$ cat src/rtl/decode_ctrl_pipe.sv
// Decode/control pipeline stage: turns a decoded opcode into a registered
// control bundle for execute, and inserts load-use bubbles when the
// instruction in decode reads the destination of a load sitting in the
// output register.
module decode_ctrl_pipe #(
    parameter int STALL_CYCLES = 2,    // load-use bubble count, 1..7
    parameter bit EN_JALR      = 1'b1, // JALR decode enable
    parameter int RA_W         = 5     // register-address width
) (
    input  logic            clk,
    input  logic            rst,
    input  logic            in_valid,
    input  logic [6:0]      opcode,
    input  logic [RA_W-1:0] rs1,
    input  logic [RA_W-1:0] rs2,
    input  logic [RA_W-1:0] rd,
    input  logic            flush,
    input  logic            ex_ready,
    output logic            in_ready,
    output logic            stall,
    output logic            out_valid,
    output logic            branch,
    output logic            jump,
    output logic            jalr,
    output logic            regwrite,
    output logic            memwrite,
    output logic            memread,
    output logic            alu_src,
    output logic            illegal,
    output logic [1:0]      alu_op,
    output logic [RA_W-1:0] out_rd
);

    localparam logic [6:0] OP_R     = 7'b0110011;
    localparam logic [6:0] OP_I     = 7'b0010011;
    localparam logic [6:0] OP_LD    = 7'b0000011;
    localparam logic [6:0] OP_ST    = 7'b0100011;
    localparam logic [6:0] OP_BEQ   = 7'b1100011;
    localparam logic [6:0] OP_JAL   = 7'b1101111;
    localparam logic [6:0] OP_JALR  = 7'b1100111;
    localparam logic [6:0] OP_LUI   = 7'b0110111;
    localparam logic [6:0] OP_AUIPC = 7'b0010111;

    localparam logic [2:0] CNT_INIT = 3'(STALL_CYCLES - 1);

    typedef enum logic {RUN, STALL} state_t;

    typedef struct packed {
        logic            valid;
        logic            regwrite;
        logic            memread;
        logic            memwrite;
        logic            branch;
        logic            jump;
        logic            jalr;
        logic            alu_src;
        logic            illegal;
        logic [1:0]      alu_op;
        logic [RA_W-1:0] rd;
    } bundle_t;

    state_t  state, state_n;
    logic [2:0] cnt, cnt_n;
    bundle_t q, q_n, dec;
    logic [6:0] ctl;
    logic [1:0] aop;
    logic ill, use_rs1, use_rs2, hazard;

    // Opcode decode; ctl = {regwrite, memread, memwrite, branch, jump, jalr, alu_src}
    always_comb begin
        ctl     = '0;
        aop     = '0;
        ill     = 1'b0;
        use_rs1 = 1'b0;
        use_rs2 = 1'b0;
        dec     = '0;
        case (opcode)
            OP_R:     begin ctl = 7'b1000000; aop = 2'b10; use_rs1 = 1'b1; use_rs2 = 1'b1; end
            OP_I:     begin ctl = 7'b1000001; aop = 2'b11; use_rs1 = 1'b1; end
            OP_LD:    begin ctl = 7'b1100001; use_rs1 = 1'b1; end
            OP_ST:    begin ctl = 7'b0010001; use_rs1 = 1'b1; use_rs2 = 1'b1; end
            OP_BEQ:   begin ctl = 7'b0001000; aop = 2'b01; use_rs1 = 1'b1; use_rs2 = 1'b1; end
            OP_JAL:   ctl = 7'b1000100;
            OP_JALR: begin
                use_rs1 = 1'b1;
                if (EN_JALR) ctl = 7'b1000111;
                else         ill = 1'b1;
            end
            OP_LUI:   ctl = 7'b1000001;
            OP_AUIPC: ctl = 7'b1000001;
            default:  ill = 1'b1;
        endcase
        // An empty decode slot loads as a plain bubble
        if (in_valid) begin
            dec.valid = 1'b1;
            {dec.regwrite, dec.memread, dec.memwrite, dec.branch,
             dec.jump, dec.jalr, dec.alu_src} = ctl;
            dec.alu_op  = aop;
            dec.illegal = ill;
            dec.rd      = rd;
        end
    end

    // Load-use hazard against the load currently held in the output register
    always_comb begin
        hazard = q.valid & q.memread & (q.rd != '0) & in_valid &
                 ((use_rs1 & (rs1 == q.rd)) | (use_rs2 & (rs2 == q.rd)));
    end

    // Handshake outputs; reset masks both so nothing is taken during reset
    always_comb begin
        stall    = ~rst & (((state == RUN) & hazard) | (state == STALL));
        in_ready = ~rst & ex_ready & ~stall & ~flush;
    end

    // Next-state, bubble counter and output-register load; flush outranks all
    always_comb begin
        state_n = state;
        cnt_n   = cnt;
        q_n     = q;
        if (flush) begin
            q_n     = '0;
            state_n = RUN;
            cnt_n   = '0;
        end else if (ex_ready) begin
            case (state)
                RUN: begin
                    if (hazard) begin
                        q_n = '0;
                        if (STALL_CYCLES > 1) begin
                            state_n = STALL;
                            cnt_n   = CNT_INIT;
                        end
                    end else begin
                        q_n = dec;
                    end
                end
                STALL: begin
                    q_n   = '0;
                    cnt_n = cnt - 3'd1;
                    if (cnt == 3'd1) state_n = RUN;
                end
                default: state_n = RUN;
            endcase
        end
    end

    // State, counter and output register
    always_ff @(posedge clk) begin
        if (rst) begin
            state <= RUN;
            cnt   <= '0;
            q     <= '0;
        end else begin
            state <= state_n;
            cnt   <= cnt_n;
            q     <= q_n;
        end
    end

    assign out_valid = q.valid;
    assign regwrite  = q.regwrite;
    assign memread   = q.memread;
    assign memwrite  = q.memwrite;
    assign branch    = q.branch;
    assign jump      = q.jump;
    assign jalr      = q.jalr;
    assign alu_src   = q.alu_src;
    assign illegal   = q.illegal;
    assign alu_op    = q.alu_op;
    assign out_rd    = q.rd;

endmodule
$ cat config.mk
export PLATFORM = sky130hd
export DESIGN_NAME = decode_ctrl_pipe
export DESIGN_NICKNAME = d
export VERILOG_FILES = /design/src/rtl/decode_ctrl_pipe.sv
export SDC_FILE = /design/constraint.sdc
export NUM_CORES = 1
export LEC_CHECK = 0
export ABC_AREA = 1
export CORE_MARGIN = 3
export CORE_UTILIZATION = 40
export DETAILED_ROUTE_END_ITERATION = 8
export PLACE_DENSITY_LB_ADDON = 0.15
export SYNTH_ARGS = -nofsm -noshare
export SYNTH_HDL_FRONTEND = slang
export SYNTH_SLANG_ARGS = --single-unit
$ cat constraint.sdc
create_clock -name clk -period 1.52 [get_ports clk]
set_clock_uncertainty 0.2 [all_clocks]
set_input_delay 0.304 -clock clk [delete_from_list [all_inputs] [get_ports clk]]
set_output_delay 0.304 -clock clk [all_outputs]
set_load 0.01 [all_outputs]
# After elaboration in Yosys (flattened, before gate mapping)
# Cells that the tools add are included.
dict set report totals {
  input_bits 27
  regBits 20
  output_inout_bits 18
  wordCells 64
}
dict set report classes {
  n_mux 13
  add_sub_neg 1
  n_eq_ne 13
  n_bitwise 17
  reduce_logical 7
}
# op count
set op_table {}
lappend op_table {{$pmux 7 s7} 1}
lappend op_table {{$mux 16} 2}
lappend op_table {{$pmux 16 s2} 1}
lappend op_table {{$eq 7x6->1 const B} 3}
lappend op_table {{$eq 7x7->1 const B} 3}
lappend op_table {{$eq 7x5->1 const B} 2}
lappend op_table {{$and 1x1->1} 11}
lappend op_table {{$eq 5x5->1} 2}
lappend op_table {{$reduce_or 9->1} 1}
lappend op_table {{$eq 7x2->1 const B} 1}
lappend op_table {{$pmux 2 s3} 1}
lappend op_table {{$pmux 3 s2} 1}
lappend op_table {{$reduce_or 3->1} 2}
lappend op_table {{$reduce_or 6->1} 1}
lappend op_table {{$mux 1} 5}
lappend op_table {{$reduce_bool 5->1} 1}
lappend op_table {{$not 1->1} 4}
lappend op_table {{$eq 3x1->1 const B} 1}
lappend op_table {{$mux 3} 1}
lappend op_table {{$sub 3x1->3 const B} 1}
lappend op_table {{$ne 2x2->1 const B} 1}
lappend op_table {{$or 1x1->1} 2}
lappend op_table {{$pmux 1 s2} 1}
lappend op_table {{$reduce_and 2->1} 1}
lappend op_table {{$reduce_or 2->1} 1}

# Depth between registers and ports, before layout
dict set report depth {
  word_depth 12
  mapped_depth 13
  ltp_nobuf 13
}

# Worst setup path after synthesis
# OpenSTA, ideal clock, no wires.
dict set report synth_path {
  path_kind {reg2out}
  start {reg q (netlist bit out_rd[1])}
  end {out stall}
  path_stages_with_launch 13
  n_path_buf 0
  t_arrival_ps 1255
  slack_ps -239
  required_time_ps 1016
  path_cell_list {dfxtp_1 inv_1 nand2_1 nand2_1 nor2_1 nand2_1 nor2_1 nand2_1 nand2_2 nand2_4 nand2_4 inv_2 nor2_1}
}
dict set report synth_between {
  elab_chain_cells 7
  word_cells_on_any_way 12
  cone_classes {eq/ne (2); bitwise (9); reduce/logical (1)}
}
# item line_no
set synth_lines {}
lappend synth_lines {{from (decl)} 64} ;# bundle_t q, q_n, dec;
lappend synth_lines {{from (signal assigned)} 157} ;# q <= q_n;
lappend synth_lines {{$eq 5x5->1 / $reduce_bool 5->1 (equally long branches)} {107, 106}}
lappend synth_lines {{$and 1x1->1, on equally long branches} {107, 106}}
lappend synth_lines {{$or 1x1->1 / $and 1x1->1 (equally long branches)} {107, 106}}
lappend synth_lines {{$and 1x1->1 (*)} 106} ;# hazard = q.valid & q.memread & (q.rd != '0) & in_valid &
lappend synth_lines {{$and 1x1->1 (*)} 112} ;# stall = ~rst & (((state == RUN) & hazard) | (state == STALL));
lappend synth_lines {{$or 1x1->1 (*)} 112}
lappend synth_lines {{$and 1x1->1 (*)} 112}
lappend synth_lines {{to (decl)} 20} ;# output logic stall,
# Mark *: on every way between the ends. The rest lies on a longest branch, timed or not.

# Worst setup path in the final report
dict set report layout_path {
  start {in rs2[1]}
  end {out stall}
}
dict set report layout_between {
  elab_chain_cells 7
}
# item line_no
set layout_lines {}
lappend layout_lines {{from (decl)} 15} ;# input logic [RA_W-1:0] rs2,
lappend layout_lines {{$eq 5x5->1} 107} ;# ((use_rs1 & (rs1 == q.rd)) | (use_rs2 & (rs2 == q.rd)));
lappend layout_lines {{$and 1x1->1} 107}
lappend layout_lines {{$or 1x1->1} 107}
lappend layout_lines {{$and 1x1->1} 106}
lappend layout_lines {{$and 1x1->1} 112}
lappend layout_lines {{$or 1x1->1} 112}
lappend layout_lines {{$and 1x1->1} 112}
# Every way passes these cells.

==> qor.yml <==
start_kind: "input port"
drv_cap: 0
max_stage_delay_ns: 0.47
synth_top_area_cell: "dfxtp_1"
setup_ws_ns: -0.591
start_util: 0.437
fin_crit_sh: 1.39
synth.area.top_cells: "dfxtp_1 32%, nand2_1 15%, nand4_1 9.5%"
final.min_clock_period_ns: 2.11
crit_slowest_cell: "clkdlybuf4s50_1"
dpl_cell_area_um2: 1970
overflow: 0
ys_seq_area_frac: 0.319
critPathTopFamily: "buffers and inverters"
drc: 0
grt_pass1_vias: 1382
final_common_cell: "nand2_1"
grtUsageTotal: 0.203
fin_nets: 302
cp.arrival_ns: 1.61
ys_warn_count: 0
p_leak_nw: 1.04
status: "complete, but fails checks"
p_total_mw: 1.20
hpwl_um: 2620
cts_tree: "done"
cp.required_ns: 1.02
die_h_um: 62.0
peakVddDrop_v: 0.000479
cts_buffers: 3
drtPass1Iterations: 4
grt_setup_unrepaired: "yes"
critPathKind: "input port to primary output"
fmax_mhz: 474
multi_input_area_um2: 832
crit_fanout: 3
synth_fp_nets: 225
die_area_um2: 3850
hold_path.class: "flip-flop to flip-flop"
portBuffers: 44
coreArea_um2: 2880
drive_gt1_frac: 0.368
cts_buffer_depth: 2
design_area_um2: 2130
drt-met1-wl_um: 1620
antenna_found_initial: 0
ys_ff_latch: 20
netlist_area_um2: 1260
pre_cts_ws_ns: -1.20
dr_wl_met2_um: 1900
relSlewSlack: 0.803
syn_inst: 196
ant_nets: 0
synth_top_area_share: 0.319
yosys.cell_types.count: 26
layout_common_cells: "44 x nand2_1, 33 x buf_4, 20 x a21oi_1, 19 x nand4_1, 17 x inv_1"
power_density_nw_per_um2: 562
clk_latency_ns: 0.30
grt_start_max_net_pins: 21
dr.max_layer_used: "met4"
syn_area_per_cell_um2: 6.41
final-hold-violation-count: 0
row_count: 19
path_buf_inv: 4
die_x_um: 62.0
ioPinCount: 45
wl_met3_um: 199
violations: "negative setup slack"
grt_pass1_wl_um: 5970
end_kind: "primary output"
gp_congestion: 0.813
cts-root-buf: "clkbuf_4"
drv_slew: 0
num_antenna_cells: 0
viasPerCell: 4.88
cts.sinks: 20
n_fill_cell: 245
setup_viol: 21
h-tree-depth: 1
drt_first_iter_violations: 87
worst_pin_slew_ns: 0.293
drt_wl_total_um: 3740
crit_chain: "clkdlybuf4s50_1 -> inv_2 -> nand2_2 -> nand2_2 -> nor2_4 -> nand4_2 -> nand2_2 -> nand2_4 -> nand2_4 -> inv_4 -> nor2_4 -> buf_6"
area_growth_pct: 69.8
routedWlPerCell_um: 11.9
worst_path_most_repeated_cell: "nand2_2"
path_clk_slew_ns: 0.12
ff_latch_area_um2: 422
vias: 1533
==> logic make-up after synthesis <==
| kind of cell | Yosys count | synth area share |
|---|---|---|
| AO/OA/AOI/OAI | 27 | 0.115 |
| XOR/XNOR | 4 | 0.0279 |
| adder cells (fa/ha/maj) | 2 | 0.0199 |
| buffers and inverters | 36 | 0.122 |
| flip-flops | 20 | 0.319 |
| AND/OR/NAND/NOR | 107 | 0.397 |
==> worst paths after layout <==
kind,from,endpoint,slack (ns),depth (start not counted)
worst min-delay path,alu_op[0],alu_op[0],0.27,2
worst max register to register,out_rd[1],alu_op[1],-0.13,9
worst min register to register,alu_op[0],alu_op[0],0.27,2
worst max-delay path,rs2[1],stall,-0.59,12
==> flip-flops by register name (all words and copies together), names as in the netlist <==
signal / flops
out_rd: 5
alu_op: 2
regwrite: 1
memwrite: 1
cnt: 3
illegal: 1
alu_src: 1
out_valid: 1
jalr: 1
memread: 1
jump: 1
branch: 1
state: 1
==> cell type report <==
| cell class | count | share of cell area |
|---|---|---|
| flip-flops and latches | 20 | 0.198 |
| inverters | 29 | 0.0557 |
| well taps | 42 | 0.0246 |
| repair buffers | 79 | 0.307 |
| clock inverters | 1 | 0.0141 |
| multi-input cells | 140 | 0.390 |
| clock buffers | 3 | 0.0106 |
==> cells in the mapped netlist (all sizes together) <==
| library cell | instances |
|---|---|
| a21oi | 22 |
| buf | 3 |
| clkbuf | 4 |
| clkinv | 2 |
| dfxtp | 20 |
| ha | 2 |
| inv | 27 |
| nand2 | 55 |
| nand3 | 5 |
| nand4 | 20 |
| nor2 | 22 |
| nor3 | 4 |
| o211ai | 1 |
| o21ai | 3 |
| o31ai | 1 |
| or2 | 1 |
| xnor2 | 4 |
==> per-layer routing <==
metal | global-route usage | vias to the layer above
li1 | - | 798
met1 | 0.270 | 695
met2 | 0.348 | 38
met3 | 0.0227 | 2
met4 | 0.0485 | 0
met5 | 0 | -
==> tightest hold or removal path: stages, from the launching register on <==
cell     delay, ns
dfxtp_1       0.33
nand2_1       0.06
a21oi_1       0.05
==> stage by stage <==
stage	setup TNS [ns]	instances	util	hold slack [ns]
after floorplan	-0.222	196	-	0.239
after global placement	-14.52	305	0.686	0.251
after detailed placement	-15.05	305	0.686	0.257
after CTS	-3.82	315	0.729	0.273
after global routing	-5.51	314	0.742	0.294
final	-3.48	314	0.742	0.270
==> where the power goes <==
part | switching (mW) | internal [mW]
combinational | 0.114 | 0.119
clock | 0.172 | 0.266
sequential | 0.00575 | 0.522
==> timing repair <==
item | in CTS | in global routing
setup buffers | 9 | 1
pin swaps | 20 | 24
endpoints found under the setup margin | 38 | 25
hold buffers | 0 | 0
gates resized for setup | 76 | 35
(Power assumes the default switching activity.)
